--- src/rtl/pipeline_hazard_ctrl_pkg.sv ---
`default_nettype none
// ============================================================================
//  Module   : pipeline_hazard_ctrl_pkg
//  Brief    : Shared constants and types for the 5-stage pipeline
//             sequencing controller (register width, x0, FSM states, NOP).
//  Revision : 1.0 - initial release
// ============================================================================
package pipeline_hazard_ctrl_pkg;

    // Default register-address width for RV32 (x0..x31)
    localparam int c_REG_W = 5;

    // Hard-wired zero register; a load targeting it never creates a hazard
    localparam logic [c_REG_W-1:0] c_REG_X0 = '0;

    // ADDI x0,x0,0 - loaded into IF/ID by the datapath when if_id_flush is set
    localparam logic [31:0] c_NOP = 32'h0000_0013;

    // Sequencer run state
    typedef enum logic [0:0] {
        HOLD = 1'b0,
        RUN  = 1'b1
    } state_t;

endpackage
`default_nettype wire

--- src/rtl/pipeline_hazard_ctrl_sat_counter.sv ---
`default_nettype none
// ============================================================================
//  Module   : sat_counter
//  Brief    : Up-counter that sticks at its all-ones value instead of
//             wrapping. Used for the retire, stall and flush statistics.
//  Revision : 1.0 - initial release
// ============================================================================
module sat_counter #(
    parameter int CNT_W = 32
) (
    input  logic             clk,
    input  logic             arst_n,
    input  logic             inc,
    output logic [CNT_W-1:0] count
);

    localparam logic [CNT_W-1:0] c_MAX = {CNT_W{1'b1}};

    logic [CNT_W-1:0] r_count;

    // Count up on inc, holding at the maximum value once reached
    always_ff @(posedge clk or negedge arst_n) begin
        if (!arst_n) begin
            r_count <= '0;
        end else if (inc && (r_count != c_MAX)) begin
            r_count <= r_count + CNT_W'(1);
        end
    end

    assign count = r_count;

endmodule
`default_nettype wire

--- src/rtl/pipeline_hazard_ctrl.sv ---
`default_nettype none
// ============================================================================
//  Module   : pipeline_hazard_ctrl
//  Brief    : Sequencing controller for a 5-stage RISC-V pipeline. Stalls
//             on load-use hazards, squashes younger instructions on a taken
//             branch/jump in MEM, tracks per-stage valid bits and keeps
//             saturating retire/stall/flush counters.
//  Revision : 1.0 - initial release
// ============================================================================
module pipeline_hazard_ctrl
    import pipeline_hazard_ctrl_pkg::*;
#(
    parameter int CNT_W = 32,
    parameter int REG_W = c_REG_W
) (
    input  logic             clk,
    input  logic             arst_n,
    input  logic             enable,
    input  logic [REG_W-1:0] id_rs1,
    input  logic [REG_W-1:0] id_rs2,
    input  logic             id_use_rs1,
    input  logic             id_use_rs2,
    input  logic [REG_W-1:0] ex_rd,
    input  logic             ex_mem_read,
    input  logic             mem_branch,
    input  logic             mem_zero,
    input  logic             mem_jump,
    output logic             pc_en,
    output logic             if_id_en,
    output logic             if_id_flush,
    output logic             id_ex_flush,
    output logic             ex_mem_flush,
    output logic             pc_redirect,
    output logic [3:0]       pipe_valid,
    output logic [CNT_W-1:0] instret,
    output logic [CNT_W-1:0] stall_cnt,
    output logic [CNT_W-1:0] flush_cnt
);

    state_t r_state;
    state_t w_state_nxt;
    logic   w_active;

    logic   r_v_if_id;
    logic   r_v_id_ex;
    logic   r_v_ex_mem;
    logic   r_v_mem_wb;

    logic   w_taken;
    logic   w_load_use;

    // Run-state register
    always_ff @(posedge clk or negedge arst_n) begin
        if (!arst_n) begin
            r_state <= HOLD;
        end else begin
            r_state <= w_state_nxt;
        end
    end

    // Next state; the HOLD->RUN transition cycle already advances the pipe,
    // so the first instruction enters IF/ID on the first enabled edge
    always_comb begin
        w_state_nxt = r_state;
        w_active    = 1'b0;
        case (r_state)
            HOLD: begin
                if (enable) begin
                    w_state_nxt = RUN;
                    w_active    = 1'b1;
                end
            end
            RUN: begin
                if (!enable) begin
                    w_state_nxt = HOLD;
                end else begin
                    w_active    = 1'b1;
                end
            end
            default: w_state_nxt = HOLD;
        endcase
    end

    // Hazard detection, qualified by the valid bits of the stages involved
    assign w_taken    = r_v_ex_mem & ((mem_branch & mem_zero) | mem_jump);
    assign w_load_use = r_v_id_ex & r_v_if_id & ex_mem_read
                      & (ex_rd != REG_W'(c_REG_X0))
                      & ((id_use_rs1 & (id_rs1 == ex_rd))
                       | (id_use_rs2 & (id_rs2 == ex_rd)));

    // Pipeline control; a taken redirect wins since it squashes the stalled op
    always_comb begin
        pc_en        = 1'b0;
        if_id_en     = 1'b0;
        if_id_flush  = 1'b0;
        id_ex_flush  = 1'b0;
        ex_mem_flush = 1'b0;
        pc_redirect  = 1'b0;
        if (w_active) begin
            if (w_taken) begin
                pc_redirect  = 1'b1;
                pc_en        = 1'b1;
                if_id_en     = 1'b1;
                if_id_flush  = 1'b1;
                id_ex_flush  = 1'b1;
                ex_mem_flush = 1'b1;
            end else if (w_load_use) begin
                id_ex_flush  = 1'b1;
            end else begin
                pc_en        = 1'b1;
                if_id_en     = 1'b1;
            end
        end
    end

    // Valid bits follow the instructions down the pipe; the branch in MEM
    // itself always proceeds to WB
    always_ff @(posedge clk or negedge arst_n) begin
        if (!arst_n) begin
            r_v_if_id  <= 1'b0;
            r_v_id_ex  <= 1'b0;
            r_v_ex_mem <= 1'b0;
            r_v_mem_wb <= 1'b0;
        end else if (w_active) begin
            r_v_if_id  <= w_taken ? 1'b0 : (w_load_use ? r_v_if_id : 1'b1);
            r_v_id_ex  <= (w_taken | w_load_use) ? 1'b0 : r_v_if_id;
            r_v_ex_mem <= w_taken ? 1'b0 : r_v_id_ex;
            r_v_mem_wb <= r_v_ex_mem;
        end
    end

    assign pipe_valid = {r_v_if_id, r_v_id_ex, r_v_ex_mem, r_v_mem_wb};

    sat_counter #(.CNT_W(CNT_W)) u_instret (
        .clk    (clk),
        .arst_n (arst_n),
        .inc    (w_active & r_v_mem_wb),
        .count  (instret)
    );

    sat_counter #(.CNT_W(CNT_W)) u_stall_cnt (
        .clk    (clk),
        .arst_n (arst_n),
        .inc    (w_active & w_load_use & ~w_taken),
        .count  (stall_cnt)
    );

    sat_counter #(.CNT_W(CNT_W)) u_flush_cnt (
        .clk    (clk),
        .arst_n (arst_n),
        .inc    (w_active & w_taken),
        .count  (flush_cnt)
    );

endmodule
`default_nettype wire

--- config.mk ---
export PLATFORM = sky130hd
export DESIGN_NAME = pipeline_hazard_ctrl
export DESIGN_NICKNAME = d
export VERILOG_FILES = /design/src/rtl/pipeline_hazard_ctrl_pkg.sv /design/src/rtl/pipeline_hazard_ctrl_sat_counter.sv /design/src/rtl/pipeline_hazard_ctrl.sv
export SDC_FILE = /design/constraint.sdc
export NUM_CORES = 1
export LEC_CHECK = 0
export ABC_AREA = 1
export BUFFER_PORTS_ARGS = -buffer_cell sky130_fd_sc_hd__clkbuf_2
export CAP_MARGIN = 20
export CORE_MARGIN = 8
export CORE_UTILIZATION = 62
export CTS_BUF_LIST = sky130_fd_sc_hd__clkbuf_8
export CTS_CLUSTER_DIAMETER = 80
export CTS_CLUSTER_SIZE = 12
export DETAILED_ROUTE_END_ITERATION = 10
export GPL_TIMING_DRIVEN = 0
export PLACE_DENSITY = 0.87
export SYNTH_ARGS = -nofsm -noshare
export SYNTH_HDL_FRONTEND = slang
export SYNTH_SLANG_ARGS = --single-unit
--- constraint.sdc ---
create_clock -name clk -period 4.25 [get_ports clk]
set_clock_uncertainty 0.15 [all_clocks]
set_input_delay 0.2125 -clock clk [delete_from_list [all_inputs] [get_ports clk]]
set_output_delay 0.2125 -clock clk [all_outputs]
set_load 0.01 [all_outputs]
==> qor.yml <==
sta:
  setup_viol: 0
  tns_ns: 0
  final-hold-violation-count: 0
  final_max_slew_viol_count: 0
  max_slew_margin: 0.396
  timing.fmax_mhz: 456
  fin_crit_ns: 2.19
  tightest_slew_ns: 0.906
  rsz0062_at_grt: "no"
  finalCritPeriodShare: 0.516
finish:
  multi_input_area_sq_um: 3410
  drive_gt1_frac: 0.181
  layout_common_cells: "nand2_1, clkbuf_2, inv_1, nor2_1, dfrtp_1"
  fin_nets: 1135
  seq_area_sq_um: 2500
  area_growth_pct: 16.5
  antenna_cells: 0
  final_core_util: 0.741
  layout_commonest_cell: "nand2_1"
  fillers: 904
worst_setup_path:
  critPathArrivalTime_ns: 2.30
  worstRegToRegCells: 9
  required_ns: 4.35
  start_kind: "flip-flop"
  critPathSlowestCell: "dfrtp_1"
  crit_path_max_incr_delay_ns: 0.44
  crit_path_end_kind: "flip-flop"
  cp_top_family: "simple AND/OR/NAND/NOR gates"
  crit_start: "u_instret.count[0]$_DFFE_PN0P_"
  crit_chain: "ha_1 > nand2_1 > nor2_1 > nand3_2 > nor2_2 > nand3_1 > nor2_1 > nand2_1 > xnor2_1"
  cp.buffers_inverters: 0
  regToRegStartpoint: "u_instret.count[0]$_DFFE_PN0P_"
  worstReg2RegEnd: "u_instret.count[24]$_DFFE_PN0P_"
  cp_max_fo: 4
  r2r_slack_ns: 2.06
  crit_type: "reg2reg"
synthesis:
  synth_area_per_cell_sq_um: 6.80
  ys_seq_area_frac: 0.381
  synthArstFlopShare: 1.00
  yosys-top-cells-area: "dfrtp_1, nand2_1, inv_1, nor2_1, nand3_1"
  syn_inst: 966
  synth_area_sq_um: 6570
  ys_seq_elements: 100
  ys_warn_count: 0
  syn-num-nets: 993
  synth_top_area_frac: 0.381
  ys_types: 31
  synthFlopType: "dfrtp_1"
  synth-edff-count: 0
  yosysTopAreaCell: "dfrtp_1"
hold_path:
  hold_depth: 4
  hold_path_startpoint: "mem_jump"
  hold_end: "r_v_if_id$_DFFE_PN0P_"
  worstHoldPathType: "in2reg"
clocking:
  clock_sinks: 100
  cts-htree-levels: 3
  cts_buffers: 9
  clk_path_buf_depth: 2
  cts_tree: "done"
  path_clk_slew_ns: 0.10
  clk_latency_ns: 0.37
  postCtsSetupRepairBufs: 0
  clk_root_buffer_cell: "clkbuf_8"
placed_design:
  dp.final_hpwl_microns: 13500
  io_buffers: 128
  place.gp.congestion: 0.994
pwr:
  p_per_area_nw_per_um2: 319
  peakVddDrop_uv: 214
  leakagePower_nw: 4.27
routing:
  drcViolationCount: 0
  drt_wl_total_microns: 17200
  num_vias: 6560
  drtAntennaViolNets: 0
  post_drt_wl_per_cell_microns: 13.8
  dr.pass1.iters: 5
  vias_per_cell: 5.25
  drtIter0Drc: 650
grt:
  grt_use_met3: 0.0548
  grt_start_max_net_pins: 64
  met2_usage: 0.398
  use_met1: 0.318
  grt_pass1_vias: 6243
  antenna_found_initial: 0
  grt_pass1_wl_microns: 29300
  grt_overflow_total: 0
  top_usage_layer: "met2"
  gr-usage-all-layers: 0.245
die:
  rows: 37
  die_w_microns: 119
  start_util: 0.636
  ios: 130
  die_area_sq_um: 14100
  fp.coreArea_sq_um: 10300
  die_y_microns: 119
run_status:
  outcome: "finished, final reports clean"
run:
  max_cap_viol_count: 0
-- cell usage after synthesis, types with 8 or more instances --
| library cell | count |
|---|---|
| nand2_1 | 338 |
| xnor2_1 | 11 |
| nand3_1 | 69 |
| o21ai_1 | 15 |
| xor2_1 | 39 |
| dfrtp_1 | 100 |
| nand4_1 | 11 |
| inv_2 | 10 |
| nand3b_1 | 10 |
| o21ai_0 | 9 |
| inv_1 | 122 |
| o21bai_1 | 33 |
| nor2_1 | 112 |
| buf_4 | 8 |
| nor3_1 | 26 |
| buf_2 | 13 |
-- through the flow --
stage	setup slack, ns	area [sq um]	hold slack [ns]	std cells	total power, W
floorplan	2.41	6570	-0.233	966	0.00151
global placement	1.50	7380	0.333	1230	0.00173
detailed placement	2.14	7400	0.272	1231	0.00175
CTS	2.10	7650	0.106	1249	0.00245
global route	1.93	7650	0.152	1249	0.00257
finish	2.06	7650	0.122	1249	0.00244
-- registers in the layout (all words and copies together) (netlist names) --
name               flops
r_v_ex_mem             1
r_v_id_ex              1
r_v_if_id              1
r_v_mem_wb             1
u_flush_cnt.count     32
u_instret.count       32
u_stall_cnt.count     32
-- worst reg2reg max path, delay by kind of cell (launching register included) --
kind                     cells  cell delay, ns
AND/OR/NAND/NOR              7            1.15
flip-flops                   1            0.44
adder cells (fa/ha/maj)      1            0.21
XOR/XNOR                     1            0.14
-- layout make-up --
class                           count  share of cell area
Buffer                             26              0.0208
Clock buffer                       10              0.0180
Clock inverter                      6              0.0124
Inverter                          132              0.0647
Multi-Input combinational cell    708               0.446
Sequential cell                   100               0.327
Tap cell                          136              0.0222
Timing Repair Buffer              131              0.0893
-- how the worst max path moves through the flow --
stage	depth (start not counted)	endpoint
3_5_place_dp	9	u_instret.count[24]$_DFFE_PN0P_
5_1_grt	10	u_instret.count[28]$_DFFE_PN0P_
3_3_place_gp	1	u_instret.count[20]$_DFFE_PN0P_
4_1_cts	9	u_instret.count[24]$_DFFE_PN0P_
6_report	9	u_instret.count[24]$_DFFE_PN0P_
2_1_floorplan	11	u_stall_cnt.count[13]$_DFFE_PN0P_
-- timing repair --
item                      in CTS  in global routing
hold endpoints to repair      65                  0
hold buffers                   2                  0
gates resized for setup        0                  0
-- power breakdown --
group          leakage (nW)  internal, W  total (W)  switching [W]
Combinational          2.96     0.000208   0.000544       0.000336
Sequential             1.20      0.00105    0.00119       0.000136
Clock                 0.111     0.000354   0.000708       0.000353
-- cell families after synthesis --
kind of cell	count (synthesis)	synth area share
flops	100	0.381
xor+xnor	50	0.0667
simple gates	593	0.386
compound gates	62	0.0606
fa+ha+maj	3	0.00572
buf+inv	158	0.0997
-- layer usage --
metal,vias to the layer above,part of all wire
met4,0,0.019
met3,35,0.072
met1,3005,0.43
met2,259,0.48
met5,-,0
li1,3261,-
Note: power is estimated with default switching activity, not from simulation.
